--- src/rtl/bcd_pkg.sv ---
// -----------------------------------------------------------------------------
// bcd_pkg
// Shared definitions for the serial packed-BCD datapath:
//   BCD_W     width of one BCD digit
//   BCD_MAX   largest legal digit value
//   BCD_BASE  radix used to fold a negative digit difference back into range
//   state_e   control states of the serial subtractor
//   digit_gt_max() flags a nibble that is not a legal BCD digit
// -----------------------------------------------------------------------------
package bcd_pkg;

  localparam int BCD_W    = 4;
  localparam int BCD_MAX  = 9;
  localparam int BCD_BASE = 10;

  typedef enum logic [1:0] {
    IDLE = 2'd0,
    SUB  = 2'd1,
    NEG  = 2'd2,
    DONE = 2'd3
  } state_e;

  // A nibble above 9 cannot be a BCD digit.
  function automatic logic digit_gt_max(input logic [BCD_W-1:0] d);
    return (d > BCD_W'(BCD_MAX));
  endfunction

endpackage : bcd_pkg

--- src/rtl/bcd_digit_sub.sv ---
// -----------------------------------------------------------------------------
// bcd_digit_sub
// Combinational single-digit BCD subtractor: diff = a - b - borrow_in, folded
// into 0..9 with a borrow out when the raw difference goes negative.
// Ports:
//   a_i[3:0]    minuend digit (0..9)
//   b_i[3:0]    subtrahend digit (0..9)
//   borrow_i    borrow from the next-lower digit
//   diff_o[3:0] result digit (0..9)
//   borrow_o    borrow into the next-higher digit
// -----------------------------------------------------------------------------
module bcd_digit_sub
  import bcd_pkg::*;
(
  input  logic [BCD_W-1:0] a_i,
  input  logic [BCD_W-1:0] b_i,
  input  logic             borrow_i,
  output logic [BCD_W-1:0] diff_o,
  output logic             borrow_o
);

  // 5-bit two's-complement difference; range is -10..9 for legal digits.
  logic [BCD_W:0] t_s;

  // Raw difference, then add the base back when it went negative.
  always_comb begin
    t_s = {1'b0, a_i} - {1'b0, b_i} - {{BCD_W{1'b0}}, borrow_i};
    if (t_s[BCD_W]) begin
      // Adding 10 modulo 16 on the low nibble gives the wrapped digit.
      diff_o   = t_s[BCD_W-1:0] + BCD_W'(BCD_BASE);
      borrow_o = 1'b1;
    end else begin
      diff_o   = t_s[BCD_W-1:0];
      borrow_o = 1'b0;
    end
  end

endmodule : bcd_digit_sub

--- src/rtl/bcd_serial_subtractor.sv ---
// -----------------------------------------------------------------------------
// bcd_serial_subtractor
// Serial packed-BCD subtractor computing |A - B| one digit per clock, LSD
// first. When the first pass ends with a borrow the raw result is the ten's
// complement of the magnitude, so a second pass computes 0 - raw to recover
// it and the sign is reported separately.
// Ports:
//   clk_i      clock, rising edge
//   rst_ni     asynchronous active-low reset
//   start_i    start request, only looked at in IDLE
//   a_i        minuend, packed BCD, digit 0 in [3:0]
//   b_i        subtrahend, packed BCD
//   busy_o     operation in progress (SUB, NEG or DONE)
//   done_o     one-cycle pulse, results valid
//   diff_o     magnitude of A - B, packed BCD
//   neg_o      A < B
//   invalid_o  an operand digit was above 9
// -----------------------------------------------------------------------------
module bcd_serial_subtractor
  import bcd_pkg::*;
#(
  parameter int DIGITS = 4
) (
  input  logic                      clk_i,
  input  logic                      rst_ni,
  input  logic                      start_i,
  input  logic [BCD_W*DIGITS-1:0]   a_i,
  input  logic [BCD_W*DIGITS-1:0]   b_i,
  output logic                      busy_o,
  output logic                      done_o,
  output logic [BCD_W*DIGITS-1:0]   diff_o,
  output logic                      neg_o,
  output logic                      invalid_o
);

  localparam int W     = BCD_W * DIGITS;
  localparam int IDX_W = (DIGITS > 1) ? $clog2(DIGITS) : 1;
  localparam logic [IDX_W-1:0] LAST_IDX = IDX_W'(DIGITS - 1);

  state_e           state_q, state_d;
  logic [IDX_W-1:0] idx_q, idx_d;
  logic             borrow_q, borrow_d;
  logic [W-1:0]     a_q, a_d;
  logic [W-1:0]     b_q, b_d;
  logic [W-1:0]     res_q, res_d;
  logic [W-1:0]     diff_q, diff_d;
  logic             neg_q, neg_d;
  logic             inv_q, inv_d;
  logic             done_q, done_d;
  logic             busy_q, busy_d;

  logic             in_invalid_s;
  logic             last_s;
  logic [BCD_W-1:0] sub_a_s, sub_b_s, sub_diff_s;
  logic             sub_bin_s, sub_bout_s;
  logic [W-1:0]     res_shift_s;

  // Flag any non-BCD nibble on the operand inputs at acceptance time.
  always_comb begin
    in_invalid_s = 1'b0;
    for (int k = 0; k < DIGITS; k++) begin
      in_invalid_s = in_invalid_s
                   | digit_gt_max(a_i[k*BCD_W +: BCD_W])
                   | digit_gt_max(b_i[k*BCD_W +: BCD_W]);
    end
  end

  // Select the digit-subtractor operands: A/B in SUB, 0 - raw result in NEG.
  always_comb begin
    sub_a_s   = {BCD_W{1'b0}};
    sub_b_s   = {BCD_W{1'b0}};
    sub_bin_s = borrow_q;
    if (state_q == NEG) begin
      sub_a_s = {BCD_W{1'b0}};
      sub_b_s = res_q[BCD_W-1:0];
    end else begin
      sub_a_s = a_q[BCD_W-1:0];
      sub_b_s = b_q[BCD_W-1:0];
    end
  end

  bcd_digit_sub u_digit_sub (
    .a_i      (sub_a_s),
    .b_i      (sub_b_s),
    .borrow_i (sub_bin_s),
    .diff_o   (sub_diff_s),
    .borrow_o (sub_bout_s)
  );

  // The result register rotates: the digit just consumed from the bottom is
  // replaced by the new digit entering at the top, so after DIGITS steps every
  // digit is back in its own position.
  assign res_shift_s = (res_q >> BCD_W) | (W'(sub_diff_s) << (W - BCD_W));
  assign last_s      = (idx_q == LAST_IDX);

  // Next-state and datapath control.
  always_comb begin
    state_d  = state_q;
    idx_d    = idx_q;
    borrow_d = borrow_q;
    a_d      = a_q;
    b_d      = b_q;
    res_d    = res_q;
    diff_d   = diff_q;
    neg_d    = neg_q;
    inv_d    = inv_q;

    case (state_q)
      IDLE: begin
        if (start_i) begin
          a_d      = a_i;
          b_d      = b_i;
          idx_d    = {IDX_W{1'b0}};
          borrow_d = 1'b0;
          neg_d    = 1'b0;
          inv_d    = 1'b0;
          if (in_invalid_s) begin
            state_d = DONE;
            inv_d   = 1'b1;
            diff_d  = {W{1'b0}};
          end else begin
            state_d = SUB;
          end
        end else begin
          state_d = IDLE;
        end
      end

      SUB: begin
        a_d      = a_q >> BCD_W;
        b_d      = b_q >> BCD_W;
        res_d    = res_shift_s;
        borrow_d = sub_bout_s;
        if (last_s) begin
          idx_d = {IDX_W{1'b0}};
          if (sub_bout_s) begin
            // Raw result is the ten's complement; restart the borrow chain.
            state_d  = NEG;
            borrow_d = 1'b0;
          end else begin
            state_d  = DONE;
            diff_d   = res_shift_s;
            neg_d    = 1'b0;
          end
        end else begin
          idx_d = idx_q + IDX_W'(1);
        end
      end

      NEG: begin
        res_d    = res_shift_s;
        borrow_d = sub_bout_s;
        if (last_s) begin
          idx_d    = {IDX_W{1'b0}};
          borrow_d = 1'b0;
          state_d  = DONE;
          diff_d   = res_shift_s;
          neg_d    = 1'b1;
        end else begin
          idx_d = idx_q + IDX_W'(1);
        end
      end

      DONE: begin
        state_d = IDLE;
      end

      default: begin
        state_d = IDLE;
      end
    endcase
  end

  // Status flags registered from the next state so they line up with it.
  always_comb begin
    done_d = (state_d == DONE);
    busy_d = (state_d != IDLE);
  end

  // State, counter, operand/result and output registers.
  always_ff @(posedge clk_i or negedge rst_ni) begin
    if (!rst_ni) begin
      state_q  <= IDLE;
      idx_q    <= {IDX_W{1'b0}};
      borrow_q <= 1'b0;
      a_q      <= {W{1'b0}};
      b_q      <= {W{1'b0}};
      res_q    <= {W{1'b0}};
      diff_q   <= {W{1'b0}};
      neg_q    <= 1'b0;
      inv_q    <= 1'b0;
      done_q   <= 1'b0;
      busy_q   <= 1'b0;
    end else begin
      state_q  <= state_d;
      idx_q    <= idx_d;
      borrow_q <= borrow_d;
      a_q      <= a_d;
      b_q      <= b_d;
      res_q    <= res_d;
      diff_q   <= diff_d;
      neg_q    <= neg_d;
      inv_q    <= inv_d;
      done_q   <= done_d;
      busy_q   <= busy_d;
    end
  end

  assign busy_o    = busy_q;
  assign done_o    = done_q;
  assign diff_o    = diff_q;
  assign neg_o     = neg_q;
  assign invalid_o = inv_q;

endmodule : bcd_serial_subtractor
--- config.mk ---
export PLATFORM = sky130hd
export DESIGN_NAME = bcd_serial_subtractor
export DESIGN_NICKNAME = d
export VERILOG_FILES = /design/src/rtl/bcd_pkg.sv /design/src/rtl/bcd_digit_sub.sv /design/src/rtl/bcd_serial_subtractor.sv
export SDC_FILE = /design/constraint.sdc
export NUM_CORES = 1
export LEC_CHECK = 0
export ABC_CLOCK_PERIOD_IN_PS = 7200
export BUFFER_PORTS_ARGS = -buffer_cell sky130_fd_sc_hd__clkbuf_2
export CORE_MARGIN = 3
export CORE_UTILIZATION = 45
export DETAILED_ROUTE_END_ITERATION = 12
export GPL_ROUTABILITY_DRIVEN = 0
export PLACE_DENSITY_LB_ADDON = 0.15
export SLEW_MARGIN = 30
export SYNTH_ARGS = -nofsm -noshare
export SYNTH_HDL_FRONTEND = slang
export SYNTH_SLANG_ARGS = --single-unit
--- constraint.sdc ---
create_clock -name clk_i -period 7.2 [get_ports clk_i]
set_input_delay 0 -clock clk_i [delete_from_list [all_inputs] [get_ports clk_i]]
set_output_delay 0 -clock clk_i [all_outputs]
set_load 0.005 [all_outputs]
# After elaboration in Yosys (flattened, before gate mapping)
# Index checks and enable logic that the tools add are counted.
# Widths: inputs -> output; s select.
# word_totals
in_bits	35
wordCells	83
regBits	73
out_inout_bits	20
# classes
bitwise	8
n_mux	31
reduce_logical	11
n_lt_le_gt_ge	8
n_eq_ne	10
addsub	4
# op_table
operator	n
$mux 16	7
$pmux 16 s2	2
$pmux 16 s3	1
$gt 4x4->1 const B	8
$or 12x16->16	1
$mux 2	6
$mux 4	3
$ne 2x2->1 const B	5
$eq 2x2->1 const B	4
$mux 1	8
$pmux 2 s4	1
$or 1x1->1	7
$reduce_and 2->1	3
$reduce_and 6->1	1
$reduce_bool 2->1	3
$reduce_and 5->1	1
$sub 4x4->5	1
$sub 5x1->5	1
$add 4x4->4 const B	1
$pmux 2 s2	1
$pmux 1 s3	1
$reduce_bool 3->1	1
$add 2x1->2 const B	1
$eq 2x1->1 const B	1
other kinds (3)	3

# Logic depth before layout (Yosys ltp)
# logic_depth
ltp_word	12
mapped_depth	13
mapped_depth_nobuf	11

# Modules after synthesis
# From an unflattened synthesis, not the netlist that was laid out.
# hier_totals
hier_cells	356
hier_area_um2	3588.4
# modules_own_cells
module	seq_area_each_um2	cells_each	n_inst	area_per_inst_um2
bcd_serial_subtractor	1826.8	324	1	3314.4
bcd_digit_sub	0.0	32	1	274.0

# Worst setup path after synthesis
# OpenSTA, ideal clock, no wires.
# synth_path
kind	register to register
start	register state_q[0]
end	register diff_q[0], in the netlist diff_o[0]
t_required_ps	7075
slack_ps	3707
stages_incl_launch_ff	12
n_path_buf	1
setup_time_ps	125
synth_period_minus_slack_ps	3493
t_arrival_ps	3368
path_cell_list	dfrtp_1 > inv_1 > ha_1 > clkbuf_1 > mux2i_1 > fa_1 > fa_1 > nand2b_1 > a22o_1 > o32a_4 > nor3_4 > mux2_2
# synth_between
elab_chain_cells	7
elab_cells_between_ends	16
classes_between	add/sub (2); eq/ne (7); mux (4); reduce/logical (3)
# synth_lines
item	line_no	source
start: declaration	bcd_serial_subtractor.sv:40	state_e state_q, state_d;
start signal: assignment	bcd_serial_subtractor.sv:195	state_q <= state_d;
$eq 2x2->1	bcd_serial_subtractor.sv:73, bcd_serial_subtractor.sv:108	
$mux 4	bcd_serial_subtractor.sv:73	if (state_q == NEG) begin
$sub 4x4->5	bcd_digit_sub.sv:27	t_s = {1'b0, a_i} - {1'b0, b_i} - {{BCD_W{1'b0}}, borrow_i};
$sub 5x1->5	bcd_digit_sub.sv:27	
$mux 1	bcd_digit_sub.sv:28	if (t_s[BCD_W]) begin
$ne 2x2->1 (no source line)	n/a	
$reduce_and 6->1 (no source line)	n/a	
end signal: assignment	bcd_serial_subtractor.sv:189	diff_q <= {W{1'b0}};
end signal: assignment	bcd_serial_subtractor.sv:201	diff_q <= diff_d;
end: declaration	bcd_serial_subtractor.sv:46	logic [W-1:0] diff_q, diff_d;
# Parallel ways exist; a longest one is shown, timed or not.
# A chain may end at the register's enable or synchronous reset.

# Worst setup path in the final report
# layout_path
start	register state_q[0]
end	register diff_q[1], in the netlist diff_o[1]
# Same word-level chain as after synthesis.

==> metrics list <==
- Dividing the detail-routed wire length by the instance count gives 14.3 µm.
* Setup slack of the critical path after layout: 3050 ps
* Maximum capacitance violations: 0
* Synth area leader: dfrtp_1
* Achievable Freq: 241 MHz
- The H-tree generated during clock tree synthesis spans 3 levels.
- Starting density of the core: 47.5%
- Final Setup Violations: 0
* First-pass DRT Iterations: 4
- Of the cells placed in the final design, the portion with a size suffix greater than 1 is 19.3%.
- Data arrives at the worst endpoint at 4390 ps.
* Result of the run: finished clean
* Final net count: 473
- Timing analysis after detailed placement gives a worst setup slack of 3070 ps.
* Cells resized by post-CTS repair: 0
- Global Route Usage Sum: 18.6%
- Initial antenna violation count: 0
- M2 GR Usage: 30.0%
- In this run the worst hold path is classified as in -> reg.
- For this design the ratio of total power to cell area is 471 nW/µm².
- 0 antenna diodes ended up in the layout.
* Violation count after the first detailed-route iteration: 84
- The root buffer cell chosen for the clock tree is clkbuf_8.
* Global routing usage on met3: 3.67%
- The worst setup path is captured at a flop.
- The critical path starts at state_q[0]$_DFF_PN0_.
* Max Slew Vio Count: 0
- The die covers 8920 µm².
- Worst reg2reg startpoint: state_q[0]$_DFF_PN0_
* Cells taking the most area after synthesis: dfrtp_1, mux2i_1, o21ai_0
* First-pass GRT wire length: 12800 µm
- Antenna-violating nets left: 0
- The number of hold buffers added after CTS was 33.
- Measured against its own limit, the worst slew margin works out to 34.8%.
* Portion of the post-synthesis area used by sequential elements: 51.9%
* Syn avg cell area: 10.3 µm²
* # rows: 31
- Clock Sink Count: 73
- The worst-case IR drop observed on VDD is 0.199 mV.
* Global-route congestion overflow total: 0
- Most used routing layer: met2
- Detailed routing inserted a total of 2675 vias.
- Clock Latency Late Sink: 350 ps
- On the final layout, the worst clock skew is 8.46 ps.
* Clock tree from TritonCTS: done
- The startpoint identified for the worst hold timing path is b_i[9].
- Via-to-Cell Ratio: 5.05
- Tmin final: 4150 ps
- Entering global routing, the biggest net connects 74 pins.
- Critical path required time: 7430 ps
* Total leakage power: 2.09 nW
* Startpoint Class: flop
- Clock tree synthesis inserted a total of 9 buffers.
- Worst-path fanout max: 14
* Tcrit/Tclk final: 57.7%
- Post-synthesis cell area: 3520 µm²
- The worst setup path is of the reg -> reg kind.
- The count of endpoints failing hold in the final timing report was 0.
- Compared with the post-synthesis result, the final layout area differs by 24.7%.
* Die width: 94.4 µm
- In this run the biggest area consumer among cell types represents 51.9% of the synthesized area.
* Maximum clock path buffer count: 2
- Counting every instance in the synthesized netlist gives 343.
- Synthesis inferred 73 register bits.
* Die Height: 94.4 µm
* Layout filler cell count: 651
- At the pin with the least slew margin, the transition time is 978 ps.
- Synth warnings: 0
- Clock-pin slew was measured on the worst setup and hold paths at 80 ps.
- Setup repair after global routing left no endpoint under its margin.
- After legalization and detailed placement, the total HPWL measured 5060 µm.
- In the routed design, unresolved DRC markers number 0.
- Buffers inserted during post-CTS setup optimization: 0
- Net count of the mapped netlist: 390
- Yosys mapped the design onto 39 distinct sky130hd cell types.
* Boundary Pins: 55
* Global-route track usage on met1: 24.4%
* Wire length after detailed routing: 7570 µm
- The total area inside the core boundary comes to 7410 µm².
- The via count of the first global-routing pass is 2721.
* Count of input and output buffers: 54
* Total negative slack for setup checks: 0 ps
==> final cells by class <==
cell class              instances  area [µm²]  share of cell area (%)
repair buffers                 89         619                    14.1
clock buffers                  11         141                    3.22
flip-flops and latches         73        1830                    41.6
multi-input cells             222        1510                    34.3
clock inverters                 5        55.1                    1.25
inverters                      31         116                    2.65
well taps                      99         124                    2.82
==> registers in the layout (all words and copies together), names as in the netlist <==
register   cells
state_q        2
diff_o        16
idx_q          2
borrow_q       1
neg_o          1
b_q           16
busy_o         1
a_q           16
done_o         1
invalid_o      1
res_q         16
==> stage by stage <==
stage	hold WS, ps	utilization, %	power (mW)	std cells	area, µm²
6_report	9.04	59.3	2.07	530	4390
5_1_grt	2.20	59.3	2.27	530	4390
4_1_cts	5.08	59.2	2.09	530	4390
3_5_place_dp	282	52.1	1.75	481	3860
3_3_place_gp	277	52.1	1.73	481	3860
2_1_floorplan	-296	-	1.48	343	3520
==> logic make-up after synthesis <==
kind of cell / Yosys count / share of synthesized area (%)
fa+ha+maj: 12 / 4.69
xor+xnor: 3 / 0.747
mux: 44 / 12.7
compound gates: 88 / 14.9
buf+inv: 48 / 5.44
flops: 73 / 51.9
simple gates: 75 / 9.56
==> report_power, final <==
| part | switching (mW) | total (mW) | internal (mW) |
|---|---|---|---|
| logic | 0.611 | 1.06 | 0.449 |
| registers | 0.0926 | 0.687 | 0.595 |
| clock network | 0.152 | 0.321 | 0.168 |
| total | 0.856 | 2.07 | 1.21 |
==> cells in the mapped netlist <==
cell type  count
a211o_1        1
a211oi_1       1
a21o_1         4
a21oi_1        3
a22o_1         1
a22oi_1        8
and2_0         1
and2_1         2
buf_1          1
buf_4          1
buf_6          1
clkbuf_1      14
clkinv_1       1
dfrtp_1       73
fa_1           2
ha_1          10
inv_1         30
mux2_2         6
mux2i_1       38
nand2_1       51
nand2b_1       3
nand4_1        2
nor2_1         6
nor2b_1        3
nor3_1         3
nor3_4         1
nor3b_1        1
o211ai_1       1
o21a_1         1
o21ai_0       60
o21bai_1       1
o311a_1        1
o31ai_1        3
o32a_4         1
o41ai_1        2
or2_2          1
or2_4          1
xnor2_1        2
xor2_1         1
==> final timing paths <==
check | endpoint | slack [ps] | cells past startpoint
max in group asynchronous | idx_q[1]$_DFFE_PN0P_ | 6430 | 3
worst min-delay path | b_q[9]$_DFFE_PN0P_ | 9 | 3
worst max register to register | diff_o[1]$_DFFE_PN0P_ | 3050 | 10
min in group asynchronous | diff_o[9]$_DFFE_PN0P_ | 290 | 3
worst max-delay path | diff_o[1]$_DFFE_PN0P_ | 3050 | 10
worst min register to register | a_q[1]$_DFFE_PN0P_ | 480 | 2
==> metal layers <==
layer	up-vias	wire, µm
li1	1339	-
met1	1267	3620
met2	54	3550
met3	15	241
met4	0	159
met5	-	0
==> cells in the final DEF (no fill, tap or decap), types with 4 or more instances in the layout <==
| cell type | count |
|---|---|
| clkbuf_8 | 10 |
| o21ai_0 | 60 |
| inv_1 | 30 |
| nand2_1 | 51 |
| a22oi_1 | 8 |
| dlygate4sd3_1 | 33 |
| mux2_2 | 6 |
| nor2_1 | 6 |
| clkbuf_2 | 53 |
| mux2i_1 | 38 |
| dfrtp_1 | 73 |
| ha_1 | 9 |
| a21o_1 | 4 |
==> worst max-delay path: stages, from the launching register on <==
cell and delay (ps):
dfrtp_1 420, inv_1 100, ha_1 450, mux2i_1 180
fa_1 460, fa_1 440, nand2b_1 170, a22o_1 250
o32a_4 400, nor3_4 740, mux2_2 410
No activity file was read; power rests on OpenSTA's default activity.
